[config.mk]
export PLATFORM = sky130hd
export DESIGN_NAME = rr_mux_n
export DESIGN_NICKNAME = d
export VERILOG_FILES = /design/src/rtl/rr_mux_n.sv
export SDC_FILE = /design/constraint.sdc
export NUM_CORES = 1
export LEC_CHECK = 0
export ABC_AREA = 1
export CAP_MARGIN = 20
export CELL_PAD_IN_SITES_DETAIL_PLACEMENT = 1
export CELL_PAD_IN_SITES_GLOBAL_PLACEMENT = 1
export CORE_MARGIN = 2
export CORE_UTILIZATION = 29
export DETAILED_ROUTE_END_ITERATION = 12
export GPL_ROUTABILITY_DRIVEN = 0
export PLACE_DENSITY = 0.9
export REMOVE_ABC_BUFFERS = 1
export SLEW_MARGIN = 20
export SYNTH_ARGS = -nofsm -noshare
export SYNTH_HDL_FRONTEND = slang
export SYNTH_SLANG_ARGS = --single-unit
export TNS_END_PERCENT = 30
[constraint.sdc]
create_clock -name clk -period 4.2 [get_ports clk]
set_input_delay 0.84 -clock clk [delete_from_list [all_inputs] [get_ports clk]]
set_output_delay 0.84 -clock clk [all_outputs]
set_load 0.02 [all_outputs]
[src/rtl/rr_mux_n.sv]
// N-to-1 stream multiplexer with a registered output stage.
// Fixed-select or round-robin grant, per-channel valid/ready handshakes.
module rr_mux_n #(
    parameter int unsigned N = 4,
    parameter int unsigned W = 8,
    localparam int unsigned SELW = $clog2(N)
) (
    input  logic              clk,
    input  logic              rst,
    input  logic              mode_i,
    input  logic [SELW-1:0]   sel_i,
    input  logic [N*W-1:0]    in_data_i,
    input  logic [N-1:0]      in_valid_i,
    output logic [N-1:0]      in_ready_o,
    output logic [W-1:0]      out_data_o,
    output logic              out_valid_o,
    input  logic              out_ready_i,
    output logic [SELW-1:0]   out_ch_o
);

    logic [W-1:0]    out_data_q, out_data_d;
    logic            out_valid_q, out_valid_d;
    logic [SELW-1:0] out_ch_q, out_ch_d;
    logic [SELW-1:0] ptr_q, ptr_d;

    logic            load_en;
    logic            grant_vld;
    logic [SELW-1:0] grant_idx;
    logic [SELW-1:0] cand;
    logic            xfer;

    assign load_en = !out_valid_q || out_ready_i;

    always_comb begin
        grant_vld = 1'b0;
        grant_idx = '0;
        cand      = '0;
        if (!mode_i) begin
            if (32'(sel_i) < N && in_valid_i[sel_i]) begin
                grant_vld = 1'b1;
                grant_idx = sel_i;
            end
        end else begin
            // Scan starts just after the last-served channel so every requester gets a turn.
            for (int unsigned i = 1; i <= N; i++) begin
                cand = SELW'((32'(ptr_q) + i) % N);
                if (!grant_vld && in_valid_i[cand]) begin
                    grant_vld = 1'b1;
                    grant_idx = cand;
                end
            end
        end
    end

    // Reset gates the grant so no producer sees a handshake while the stage is being cleared.
    assign xfer = load_en && grant_vld && !rst;

    always_comb begin
        in_ready_o = '0;
        if (xfer) begin
            in_ready_o[grant_idx] = 1'b1;
        end
    end

    always_comb begin
        out_data_d  = out_data_q;
        out_valid_d = out_valid_q;
        out_ch_d    = out_ch_q;
        ptr_d       = ptr_q;
        if (xfer) begin
            out_data_d  = in_data_i[32'(grant_idx) * W +: W];
            out_valid_d = 1'b1;
            out_ch_d    = grant_idx;
            ptr_d       = grant_idx;
        end else if (out_valid_q && out_ready_i) begin
            out_valid_d = 1'b0;
        end
    end

    always_ff @(posedge clk or posedge rst) begin
        if (rst) begin
            out_data_q  <= '0;
            out_valid_q <= 1'b0;
            out_ch_q    <= '0;
            ptr_q       <= SELW'(N - 1);
        end else begin
            out_data_q  <= out_data_d;
            out_valid_q <= out_valid_d;
            out_ch_q    <= out_ch_d;
            ptr_q       <= ptr_d;
        end
    end

    assign out_data_o  = out_data_q;
    assign out_valid_o = out_valid_q;
    assign out_ch_o    = out_ch_q;

endmodule

* After elaboration in Yosys (flattened, before gate mapping)
Index checks and enable logic that the tools add are counted.
Storage, ports and cells: bits in registers 13, input bits 42, output and inout bits 15, word-level logic and storage cells 60
Operators by class: $add $sub $neg 4, magnitude comparators 7, shift-type cells 1, multiplexer cells 30, reductions and logical operators 14
Operators with widths (count):
- $shiftx A32 B6 Y8 | 1
- $lt A2 B3 Y1 const B | 6
- $mux W1 | 17
- $mux W2 | 6
- $bmux W1 S2 | 5
- $logic_and A1 B1 Y1 | 7
- $logic_not A1 Y1 | 5
- $add A2 B1 Y2 const B | 2
- $add A2 B2 Y2 const B | 2
- $mux W4 | 1
- $demux W1 S2 | 1
- $ge A2 B1 Y1 const B | 1
- $reduce_bool A2 Y1 | 1
- $logic_or A1 B1 Y1 | 1

* Longest topological paths before layout
Gate-level depths: netlist (run 1).
depth after elaboration 22, mapped depth 19, gate-level depth less buffers 17

* Worst setup path before layout (run 1)
Ideal clock, no wire load.
kind input to output, from in in_valid_i[0], to out in_ready_o[1], arrival 2.108 ns, required time 3.360 ns, setup slack 1.252 ns, stages 9, buffers on the path 1, cells stage by stage inv_1 > a21oi_1 > o21ai_0 > a21oi_1 > nand2_2 > nand2_8 > buf_12 > nand2_1 > nor2_1
On the way: word-level cells in the longest chain between the ends 21, elaborated cells on any way between the ends 39, those cells by class order compare: 2; mux: 28; reduce/logical: 9
Ends and longest elaborated chain:
- start: declaration | line 13 | input logic [N-1:0] in_valid_i,
- $bmux W1 S2 | line 47 | if (!grant_vld && in_valid_i[cand]) begin
- $mux W1 (implied by the code) | line 47
- $mux W1 | line 47
- $mux W1 | line 38 | if (!mode_i) begin
- $logic_not A1 Y1 | line 47
- $logic_and A1 B1 Y1 | line 47
- $mux W1 | line 47
- $mux W1 | line 38
- (+5 left out)
- $logic_and A1 B1 Y1 | line 47
- $mux W2 | line 47
- $mux W2 | line 38
- $lt A2 B3 Y1 (implied by the code) or $ge A2 B1 Y1 (tied branches) | line 61 | in_ready_o[grant_idx] = 1'b1;
- $logic_and A1 B1 Y1 (implied by the code) | line 61
- $mux W1 (implied by the code) | line 61
- $demux W1 S2 | line 61
- $mux W4 * | line 60 | if (xfer) begin
- end: declaration | line 14 | output logic [N-1:0] in_ready_o,
Every way passes the cells marked *; elsewhere a longest branch is shown, timed or not. The select of a mux whose other input is x is not followed.

* Final worst setup path (run 1)
from in in_valid_i[3], to out in_ready_o[0]
The elaborated chain is that of the path after synthesis.

==> summary.txt, run 1 <==
Global route
  – Gr ovfl total: 0
  – Initial antenna violation count: 0
  – Global-route wire length before repair: 6.93 mm
  – Overall global routing resource usage: 0.177
  – Pin count of the biggest net entering global routing: 20
  – Vias in the first global route: 1476

Layout
  – Commonest non-fill, non-tap cell in the layout: nand2_1
  – Area Growth Syn to Fin: 53.5%
  – Post-layout utilization of the core: 0.472
  – Layout Nets: 306
  – Inserted Diodes: 0
  – Most frequent cells in the layout: nand2_1, clkdlybuf4s50_1, nand3_1
  – Layout cells sized above 1: 0.160

Synth
  – Mapped Cells: 204
  – Cell taking the most area after synthesis: nand2_1
  – Largest family of logic cells by synthesized area: simple AND/OR/NAND/NOR gates
  – Post-Syn Area: 1250 um2
  – Synth Area in Compound Gates: 0.0451
  – Synth Register Bits: 13
  – Post-Synth Simple-Gate Area: 0.601
  – Synth top area share: 0.328
  – XOR/XNOR Fraction of Synth Area: 0
  – Top cells by area, synth: nand2_1, dfrtp_1, nand3_1
  – Avg Cell Area, Syn: 6.11 um2
  – Post-synthesis mux area share: 0
  – Yosys warns: 0
  – Synth Area in Adders: 0
  – Seq/Total Area, Yosys: 0.263
  – Cell variety after synth: 25

Critical path
  – R2R Setup Slk: 2.02 ns
  – CP max FO: 6
  – Crit path launch: in_valid_i[3]
  – Startpoint Class: input port
  – WP data arrival: 3.11 ns
  – FF-to-FF Start: ptr_q[0]$_DFFE_PP1P_
  – Critical Path Sink: in_ready_o[0]
  – Setup crit end kind: primary output
  – Reg-to-Reg End: out_data_o[5]$_DFFE_PP0P_
  – Required time worst endpoint: 3.36 ns
  – Crit path kind: in2out
  – Reg2Reg Depth: 15

STA
  – Setup TNS Final: 0 ns
  – Min Hold Slack: 0.478 ns
  – Clk_skew: 0.00218 ns
  – RSZ-0062 raised after global routing: false
  – Worst-Margin Slew: 0.271 ns
  – Worst Slack Setup Final: 0.246 ns
  – Final Setup Violations: 0
  – Final Hold Fails: 0
  – Fin crit share: 0.942
  – Tmin final: 3.95 ns
  – Worst rel slew slack: 0.818
  – Max Freq: 253 MHz
  – Pins over their slew limit: 0

Die
  – Die Area: 4840 um2
  – Initial Util: 0.307
  – Core area: 4060 um2
  – IO Count: 57
  – Rows: 23
  – Die Y: 69.6 um
  – Die Wd: 69.6 um

Placed design
  – Pre-CTS setup slack: 0.0931 ns
  – Port Buffer Count: 56
  – Detailed Place HPWL: 3.42 mm

Hold path
  – Worst Hold Class: reg2reg
  – Min-delay src: out_ch_o[1]$_DFFE_PP0P_

Clock network
  – TritonCTS clock tree: done
  – Num Clock Sinks: 13
  – Inserted Clock Buffers: 3
  – # resized after CTS: 0
  – H-Tree Depth: 1
  – CTS Hold Bufs: 0
  – Postcts setup bufs: 0
  – Worst-Skew Late Latency: 0.24 ns
  – Clk root buf: clkbuf_8
  – Clk buf depth: 2
  – Clock slew at reported path FFs: 0.05 ns

Pwr
  – Maximum vdd ir drop: 0.000196 V
  – Cell Pwr Density: 645 nW/um2
  – Tot Pwr: 1.23 mW
  – Leak: 1.02 nW

Detailed routing
  – Drt via density: 4.73
  – DRT Pass-1 Iters: 4
  – Post-route DRC: 0
  – Final wirelength: 4.10 mm
  – ANT nets after route: 0
  – Routed vias: 1480
  – Routed length per instance: 13.1 um
  – Starting DRT DRC Count: 81

Status
  – Outcome: finished clean

Run
  – Max-cap violations: 0
==> cells in the mapped netlist (all sizes together) <==
cell,instances
a21boi,1
nor2,7
dfstp,2
nand4,1
a21oi,2
o21ai,7
buf,6
dfrtp,11
clkbuf,1
inv,12
nor3,1
nand2,129
nand3,24
==> per-layer routing <==
metal  vias to the layer above  GRT usage  part of all wire
met2                        35      0.315              0.51
met3                         7          0             0.021
met5                         -          0                 0
met4                         0     0.0719             0.021
met1                       684      0.228              0.45
li1                        754          -                 -
==> stage by stage <==
stage	cells	instance area [um2]
global placement	309	1850
finish	313	1910
CTS	313	1890
detailed placement	309	1850
global route	313	1910
floorplan	197	1180
==> flip-flops by register name, summed over array words and instances (netlist names) <==
name	flops
out_valid_o	1
out_data_o	8
ptr_q	2
out_ch_o	2
==> cell families (layout without fill, tap and decap cells) <==
group           after synthesis  after routing
buf+inv                      19             78
flops                        13             13
simple gates                162            162
compound gates               10             10
==> power by group <==
part	switching, mW	internal [mW]	leakage (nW)
clock network	0.0428	0.0669	0.0228
registers	0.0526	0.193	0.159
logic	0.538	0.341	0.836
total	0.634	0.600	1.02
==> worst min-delay path by stage <==
stage	cells past startpoint	endpoint
after floorplan	2	ptr_q[1]$_DFFE_PP1P_
after global placement	2	out_ch_o[1]$_DFFE_PP0P_
after detailed placement	2	out_data_o[0]$_DFFE_PP0P_
after CTS	2	out_ch_o[1]$_DFFE_PP0P_
after global routing	2	out_ch_o[1]$_DFFE_PP0P_
final	2	out_ch_o[1]$_DFFE_PP0P_
==> critical path, cell delays in order <==
cell and delay, ns:
clkdlybuf4s50_1 0.51, nand2_1 0.10, nand2_1 0.10, nand2_1 0.05, nand2_1 0.12, nor2_4 0.06, nand3_2 0.06, nand2_2 0.05
inv_2 0.11, o21ai_2 0.09, nor2_4 0.16, inv_1 0.11, nor3_2 0.11, clkdlybuf4s50_1 0.63
==> cell type report <==
cell class	count	area (um2)
fillers	563	2140
multi-input cells	172	818
repair buffers	62	613
flip-flops and latches	13	328
well taps	50	62.6
inverters	12	47.5
clock buffers	4	45.0
(Power assumes the default switching activity.)
==> run 2, diff against run 1 <==
--- a/config.mk
+++ b/config.mk
@@ -15,7 +15,6 @@
 export GPL_ROUTABILITY_DRIVEN = 0
 export PLACE_DENSITY = 0.9
 export REMOVE_ABC_BUFFERS = 1
-export SLEW_MARGIN = 20
 export SYNTH_ARGS = -nofsm -noshare
 export SYNTH_HDL_FRONTEND = slang
 export SYNTH_SLANG_ARGS = --single-unit
==> results of run 2 <==
The final DEF is identical to that of run 1; final timing and power are the same.
